===== config.mk =====
export PLATFORM = sky130hd
export DESIGN_NAME = mips_cpu_halt_monitor
export DESIGN_NICKNAME = d
export VERILOG_FILES = /design/src/rtl/mips_cpu_halt_monitor.sv
export SDC_FILE = /design/constraint.sdc
export NUM_CORES = 1
export LEC_CHECK = 0
export ABC_AREA = 1
export ABC_CLOCK_PERIOD_IN_PS = 2200
export BUFFER_PORTS_ARGS = -buffer_cell sky130_fd_sc_hd__buf_2
export CORE_MARGIN = 4
export CORE_UTILIZATION = 40
export DETAILED_ROUTE_END_ITERATION = 8
export REMOVE_ABC_BUFFERS = 1
export SETUP_SLACK_MARGIN = 0.05
export SYNTH_ARGS = -nofsm -noshare
export SYNTH_HDL_FRONTEND = slang
export SYNTH_SLANG_ARGS = --single-unit

===== constraint.sdc =====
create_clock -name clk -period 2.2 [get_ports clk]
set_input_delay 0.44 -clock clk [delete_from_list [all_inputs] [get_ports clk]]
set_output_delay 0.44 -clock clk [all_outputs]
set_load 0.05 [all_outputs]

===== src/rtl/mips_cpu_halt_monitor.sv =====
// Supervises a MIPS core from its reset-vector fetch to the halt fetch. It then grades
// $v0 against a golden value and raises timeout or drain-stuck errors when needed.
module mips_cpu_halt_monitor #(
    parameter logic [31:0] RESET_VECTOR   = 32'hBFC00000,
    parameter logic [31:0] HALT_ADDR      = 32'h00000000,
    parameter int unsigned TIMEOUT_CYCLES = 1000,
    parameter int unsigned DRAIN_MAX      = 4,
    parameter int unsigned CNT_W          = 16
) (
    input  logic             clk,
    input  logic             reset,
    input  logic             clk_enable,
    input  logic             active,
    input  logic [31:0]      instr_address,
    input  logic [31:0]      register_v0,
    input  logic [31:0]      expected_v0,
    output logic             done,
    output logic             pass,
    output logic             fail,
    output logic [1:0]       err_code,
    output logic [CNT_W-1:0] cycle_count,
    output logic [CNT_W-1:0] fetch_count,
    output logic [31:0]      captured_v0
);

    localparam int unsigned      DRAIN_W      = (DRAIN_MAX < 2) ? 1 : $clog2(DRAIN_MAX + 1);
    localparam logic [CNT_W-1:0] TIMEOUT_LAST = CNT_W'(TIMEOUT_CYCLES - 1);
    localparam logic [DRAIN_W-1:0] DRAIN_LAST = DRAIN_W'(DRAIN_MAX - 1);

    typedef enum logic [2:0] {
        ST_IDLE    = 3'd0,
        ST_RUN     = 3'd1,
        ST_DRAIN   = 3'd2,
        ST_CHECK   = 3'd3,
        ST_PASS    = 3'd4,
        ST_FAIL    = 3'd5,
        ST_TIMEOUT = 3'd6
    } state_t;

    state_t               state_r;
    state_t               state_s;
    logic [DRAIN_W-1:0]   drain_cnt_r;
    logic [DRAIN_W-1:0]   drain_cnt_s;
    logic [31:0]          prev_addr_r;
    logic [31:0]          prev_addr_s;
    logic [CNT_W-1:0]     cycle_s;
    logic [CNT_W-1:0]     fetch_s;
    logic [31:0]          capt_s;
    logic [1:0]           err_s;
    logic                 done_s;
    logic                 pass_s;
    logic                 fail_s;

    function automatic logic [CNT_W-1:0] sat_inc(input logic [CNT_W-1:0] v);
        if (&v) begin
            sat_inc = v;
        end else begin
            sat_inc = v + CNT_W'(1);
        end
    endfunction

    // Next-state and next-datapath decode; the timeout exit freezes cycle_count at TIMEOUT_CYCLES-1.
    always_comb begin
        state_s     = state_r;
        drain_cnt_s = drain_cnt_r;
        prev_addr_s = prev_addr_r;
        cycle_s     = cycle_count;
        fetch_s     = fetch_count;
        capt_s      = captured_v0;
        err_s       = err_code;
        case (state_r)
            ST_IDLE: begin
                prev_addr_s = instr_address;
                if (active && (instr_address == RESET_VECTOR)) begin
                    state_s = ST_RUN;
                    cycle_s = '0;
                    fetch_s = '0;
                end else begin
                    state_s = ST_IDLE;
                end
            end
            ST_RUN: begin
                prev_addr_s = instr_address;
                // cycle_count is still zero only on the first RUN cycle, which never counts a fetch
                if ((cycle_count != '0) && (instr_address != prev_addr_r)) begin
                    fetch_s = sat_inc(fetch_count);
                end else begin
                    fetch_s = fetch_count;
                end
                if (instr_address == HALT_ADDR) begin
                    state_s     = ST_DRAIN;
                    drain_cnt_s = '0;
                    cycle_s     = sat_inc(cycle_count);
                end else if (cycle_count == TIMEOUT_LAST) begin
                    state_s = ST_TIMEOUT;
                    err_s   = 2'd2;
                end else begin
                    cycle_s = sat_inc(cycle_count);
                end
            end
            ST_DRAIN: begin
                cycle_s     = sat_inc(cycle_count);
                drain_cnt_s = drain_cnt_r + DRAIN_W'(1);
                if (!active) begin
                    state_s = ST_CHECK;
                end else if (drain_cnt_r == DRAIN_LAST) begin
                    state_s = ST_FAIL;
                    err_s   = 2'd3;
                end else begin
                    state_s = ST_DRAIN;
                end
            end
            ST_CHECK: begin
                capt_s = register_v0;
                if (register_v0 == expected_v0) begin
                    state_s = ST_PASS;
                end else begin
                    state_s = ST_FAIL;
                    err_s   = 2'd1;
                end
            end
            ST_PASS, ST_FAIL, ST_TIMEOUT: begin
                state_s = state_r;
            end
            default: begin
                state_s = ST_IDLE;
            end
        endcase
        pass_s = (state_s == ST_PASS);
        fail_s = (state_s == ST_FAIL) || (state_s == ST_TIMEOUT);
        done_s = pass_s || fail_s;
    end

    // State register; done/pass/fail are registered from the next state so they track it.
    always_ff @(posedge clk) begin
        if (!reset) begin
            state_r <= ST_IDLE;
            done    <= 1'b0;
            pass    <= 1'b0;
            fail    <= 1'b0;
        end else if (clk_enable) begin
            state_r <= state_s;
            done    <= done_s;
            pass    <= pass_s;
            fail    <= fail_s;
        end
    end

    // Counters, address history, captured value and error code.
    always_ff @(posedge clk) begin
        if (!reset) begin
            drain_cnt_r <= '0;
            prev_addr_r <= 32'h0000_0000;
            cycle_count <= '0;
            fetch_count <= '0;
            captured_v0 <= 32'h0000_0000;
            err_code    <= 2'd0;
        end else if (clk_enable) begin
            drain_cnt_r <= drain_cnt_s;
            prev_addr_r <= prev_addr_s;
            cycle_count <= cycle_s;
            fetch_count <= fetch_s;
            captured_v0 <= capt_s;
            err_code    <= err_s;
        end
    end

endmodule


# Word level (Yosys, flattened, before mapping)
# Index checks and enable logic that the tools add are counted.
# Widths: inputs -> output; s select.
[word_totals]
input_bits = 100
regBits = 107
output_inout_bits = 69
elab_cells = 81
[op_classes]
n_addsub = 3
n_eq_ne = 24
muxes = 23
reduce_logical = 21
[op_table]
columns = ["op", "count"]
rows = [
  ["$mux 16", 6],
  ["$pmux 16 s3", 1],
  ["$add 16x1->16 const B", 2],
  ["$eq 32x32->1", 1],
  ["$eq 32x32->1 const B", 1],
  ["$logic_not 32->1", 1],
  ["$ne 32x32->1", 1],
  ["$pmux 16 s2", 1],
  ["$reduce_and 16->1", 2],
  ["$eq 3x3->1 const B", 6],
  ["$ne 2x2->1 const B", 9],
  ["$eq 16x10->1 const B", 1],
  ["$reduce_bool 16->1", 1],
  ["$mux 3", 5],
  ["$pmux 3 s5", 1],
  ["$mux 2", 5],
  ["$eq 3x2->1 const B", 3],
  ["$reduce_and 7->1", 1],
  ["$pmux 2 s3", 1],
  ["$pmux 3 s2", 1],
  ["$reduce_bool 3->1", 2],
  ["$reduce_and 5->1", 1],
  ["$reduce_and 2->1", 2],
  ["$reduce_and 4->1", 1],
  ["11 further kinds", 15],
]

# Longest topological paths before layout
[logic_depth]
word_depth = 7
mapped_depth = 14
ltp_nobuf = 14

# Worst setup path after synthesis
# No wires, ideal clock.
[synth_timing]
kind = "register -> register"
from = "register cycle_count[0]"
to = "register cycle_count[0]"
setup_time_ps = 123
period_less_slack_ps = 2256
setup_slack_ps = -56
path_buffers = 1
path_stages_with_launch = 11
t_required_ps = 2077
arrival_time_ps = 2133
path_cell_list = "dfxtp_1 > ha_1 > nand2_1 > nor2_1 > nand2_1 > nor2_2 > a31oi_4 > nand3_2 > buf_6 > xor2_1 > nor2_1"
[synth_via]
elab_chain_cells = 5
elab_cells_between_ends = 9
classes_between = "add/sub: 1; eq/ne: 2; mux: 4; reduce/logical: 2"
[synth_lines]
columns = ["element", "line_no", "source"]
rows = [
  ["from (decl)", "21", "output logic [CNT_W-1:0] cycle_count,"],
  ["from (signal assigned)", "161", "cycle_count <= cycle_s;"],
  ["$add 16x1->16 or $reduce_and 16->1 (tied branches)", "58, 55", ""],
  ["$mux 16", "55", "if (&v) begin"],
  ["$mux 16", "94", "end else if (cycle_count == TIMEOUT_LAST) begin"],
  ["$mux 16", "90", "if (instr_address == HALT_ADDR) begin"],
  ["$pmux 16 s3", "71", "case (state_r)"],
]
# Several ways; a longest one is shown, not always the timed one. The select of a mux whose other input is x is not followed.
# A chain may end at the register's enable or synchronous reset.

# Worst setup path after layout
[layout_timing]
from = "register fetch_count[1]"
to = "register fetch_count[9]"
[layout_via]
elab_chain_cells = 4
elab_cells_between_ends = 7
classes_between = "add/sub: 1; eq/ne: 1; mux: 3; reduce/logical: 2"
[layout_lines]
columns = ["element", "line_no", "source"]
rows = [
  ["from (decl)", "22", "output logic [CNT_W-1:0] fetch_count,"],
  ["from (signal assigned)", "162", "fetch_count <= fetch_s;"],
  ["$add 16x1->16", "58", "sat_inc = v + CNT_W'(1);"],
  ["$mux 16", "55", ""],
  ["$mux 16", "85", "if ((cycle_count != '0) && (instr_address != prev_addr_r)) begin"],
  ["$pmux 16 s2", "71", ""],
]
# Several ways; a longest one is shown, not always the timed one. The select of a mux whose other input is x is not followed.

==> metrics.md <==
| Metric | Value |
|---|---|
| Warning count from the yosys run | `0` |
| Layout cells sized above 1 | `0.214` |
| CP top delay family | `simple AND/OR/NAND/NOR gates` |
| Slowest cell on the critical path | `dfxtp_1` |
| Die area | `17100 sq um` |
| WHS Endpoint | `prev_addr_r[16]` |
| Nets | `1172` |
| CTS Hold Bufs | `0` |
| Grt total ovfl | `0` |
| Most common cell after layout, fill and taps aside | `nand2_1` |
| Clk buf depth | `2` |
| WS Path Type | `flip-flop to flip-flop` |
| DP HPWL | `12.5 mm` |
| Fillers | `1553` |
| Pwr per Cell Area | `578 nW/um^2` |
| Max cap viols | `0` |
| Detailed Route WL | `16.6 mm` |
| Initial antenna violation count | `1` |
| Peak Freq | `0.506 GHz` |
| Number of buffers created by CTS | `9` |
| Chip width | `131 microns` |
| Final core occ | `0.509` |
| Reg2reg path depth | `11` |
| DR vias/cell | `4.84` |
| Average size of a mapped cell | `6.69 sq um` |
| Antenna-violating nets left | `0` |
| Type of origin of the critical path | `flip-flop` |
| Reg2reg end | `fetch_count[9]` |
| H-Tree Depth | `3` |
| GPL Wtd Cong | `0.897` |
| First-pass GRT wire length | `27.3 mm` |
| Netlist cell types | `40` |
| Hold depth | `3` |
| FF-to-FF Start | `fetch_count[1]` |
| Unrepaired setup endpoints after global routing | `yes` |
| Total Power | `4.30 mW` |
| Worst-path clk slew | `70 ps` |
| Die Y | `131 microns` |
| Critical path, cell by cell | `ha_1 -> nand2_1 -> nor3_2 -> nand4_1 -> o21ai_1 -> inv_1 -> nand2_1 -> nand2_4 -> buf_4 -> nand3_1 -> a21oi_1` |
| Synthesized instance count | `901` |
| Crit-path most repeated cell | `nand2_1` |
| R2r setup slk | `220 ps` |
| Syn-to-layout area delta | `23.5%` |
| Hold path startpoint | `instr_address[16]` |
| Logic pwr share | `0.164` |
| Maximum fanout along the worst path | `10` |
| Clock Latency Late Sink | `350 ps` |
| Post-synth top area share | `0.355` |
| NetSw | `1.24 mW` |
| Worst setup EP type | `flip-flop` |
| Gr usage total | `0.195` |
| Status | `complete, no violations` |
| Register share of total power | `0.475` |
| DR iter-0 viols | `371` |
| # rows | `44` |
| Initial Utilization | `0.412` |
| Sequential-to-total area share from yosys stat | `0.355` |
| Crit path required time | `2440 ps` |
| Post-cts sizing count | `0` |
| Cell-internal power | `3.07 mW` |
| Clk_skew | `4.66 ps` |
| Min Tclk post-route | `1980 ps` |
| Area leader, netlist | `dfxtp_1` |
| Clk root buf | `clkbuf_16` |
| Core Region | `14600 sq um` |
| Final setup fails | `0` |
| Clock Power Share | `0.360` |
| Yosys reg bits | `107` |
| Max-slew violations | `0` |
| Cell Area, Synth | `6030 sq um` |
| Final period util | `0.898` |
| CTS tree | `done` |
| DR WL/cell | `13.2 microns` |
| Synth area leaders | `dfxtp_1 (36%), nand2_1 (13%), xnor2_1 (8.6%)` |
| Switching Fraction | `0.287` |
| Max VDD drop | `0.343 mV` |
| DRC viols | `0` |
| Largest net degree at the start of global routing | `58` |
| Post CTS Setup Buffer Count | `0` |
| Worst path buffer plus inverter count | `2` |
| Crit path arrival time | `2210 ps` |
| Clock sinks | `107` |
| Rel. slew slack | `0.676` |
| Hold Crit Class | `input pin to flip-flop` |
| CP peak stage delay | `390 ps` |
| IO Port Bufs | `168` |
| I/O pins | `169` |
| Antenna Cells | `0` |
| Commonest non-fill, non-tap cells in the layout | `nand2_1 (215), buf_2 (168), dfxtp_1 (107)` |
| Pre-Repair DR Iteration Count | `5` |
| Leak pwr | `3.24 nW` |
| DR vias | `6080` |
| Vias in the first global route | `5748` |
| Worst-Margin Slew | `482 ps` |
| Final Hold Fails | `0` |
[power groups by stage]
stage / sequential, mW / combinational, mW / clock [mW]
finish: 2.05 / 0.707 / 1.55
global route: 2.05 / 0.795 / 1.68
CTS: 2.05 / 0.708 / 1.60
detailed placement: 2.09 / 0.705 / 0
global placement: 2.09 / 0.702 / 0
floorplan: 2.13 / 0.367 / 0
[synth_stat cells]
| library cell | number |
|---|---|
| buf_4 | 2 |
| dfxtp_1 | 107 |
| nand2_1 | 215 |
| xor2_1 | 12 |
| nor3_2 | 2 |
| nand4_2 | 1 |
| clkinv_1 | 1 |
| nor3b_1 | 2 |
| nor4_1 | 1 |
| ha_1 | 5 |
| nand3_2 | 2 |
| buf_6 | 3 |
| nor2_2 | 2 |
| nand3b_1 | 4 |
| o21ai_0 | 38 |
| buf_2 | 1 |
| nor2_8 | 1 |
| clkbuf_1 | 28 |
| o21bai_1 | 1 |
| o22ai_1 | 1 |
| nor3_1 | 18 |
| buf_1 | 2 |
| nand2_2 | 4 |
| a21boi_1 | 1 |
| nor2_1 | 97 |
| o21ai_1 | 6 |
| nand3_1 | 70 |
| or3_1 | 1 |
| nand2_4 | 2 |
| o211ai_1 | 2 |
| or2_1 | 2 |
| a31oi_4 | 1 |
| xnor2_1 | 59 |
| inv_1 | 88 |
| or2_0 | 1 |
| or2_2 | 1 |
| inv_2 | 3 |
| a21oi_1 | 99 |
| nand4_1 | 14 |
| a31oi_1 | 1 |
[worst reg2reg max path, cell delays in order (launching register included)]
cell     delay, ps
dfxtp_1        390
ha_1           240
nand2_1         90
nor3_2         230
nand4_1        140
o21ai_1        170
inv_1           60
nand2_1         90
nand2_4        130
buf_4          190
nand3_1         70
a21oi_1         60
[per-layer routing]
layer | global-route usage | routed length [microns] | up-vias | share of wire
li1 | - | - | 3223 | -
met1 | 0.258 | 7560 | 2684 | 0.46
met2 | 0.318 | 7880 | 144 | 0.47
met3 | 0.0382 | 789 | 27 | 0.048
met4 | 0.0678 | 349 | 2 | 0.021
met5 | 0 | 13 | - | 0.00078
[worst max-delay path by stage]
stage,cells past startpoint,slack (ps),startpoint,end
final,11,220,fetch_count[1],fetch_count[9]
after CTS,11,150,fetch_count[1],fetch_count[9]
after global routing,11,50,cycle_count[1],cycle_count[14]
after global placement,11,180,instr_address[17],cycle_count[12]
after detailed placement,12,130,instr_address[5],cycle_count[12]
after floorplan,5,-740,state_r[0],captured_v0[0]
[cell type report]
type / instances / area, sq um / area share
tap: 184 / 230 / 0.0309
sequential: 107 / 2140 / 0.287
timing repair buffer: 191 / 1050 / 0.141
multi-input combinational: 666 / 3400 / 0.457
clock buffer: 9 / 225 / 0.0302
clock inverter: 7 / 52.6 / 0.00705
inverter: 92 / 345 / 0.0463
[sequential cells by signal (all words and copies together) (netlist names)]
name	cells
pass	1
cycle_count	16
captured_v0	32
done	1
fetch_count	16
drain_cnt_r	3
fail	1
err_code	2
state_r	3
prev_addr_r	32
[cells by family (layout without fill, tap and decap cells)]
group	Yosys count	in the layout	share of synthesized area
and+or+nand+nor	440	440	0.317
buffers and inverters	128	299	0.0848
DFF	107	107	0.355
xor gates and xnor gates	71	71	0.103
AOI/OAI and AO/OA	150	150	0.129
adders and majority gates	5	5	0.0104
[per-stage QoR]
| stage | cells | instance area, sq um | TNS, ps | setup WS (ps) | hold WS (ps) |
|---|---|---|---|---|---|
| 6_report | 1256 | 7450 | 0 | 224 | 356 |
| 5_1_grt | 1256 | 7450 | 0 | 45.1 | 360 |
| 4_1_cts | 1256 | 7430 | 0 | 151 | 341 |
| 3_5_place_dp | 1240 | 7150 | 0 | 130 | 450 |
| 3_3_place_gp | 1240 | 7150 | 0 | 183 | 446 |
| 2_1_floorplan | 865 | 5870 | -38610 | -741 | 439 |
No activity file was read; power rests on OpenSTA's default activity.
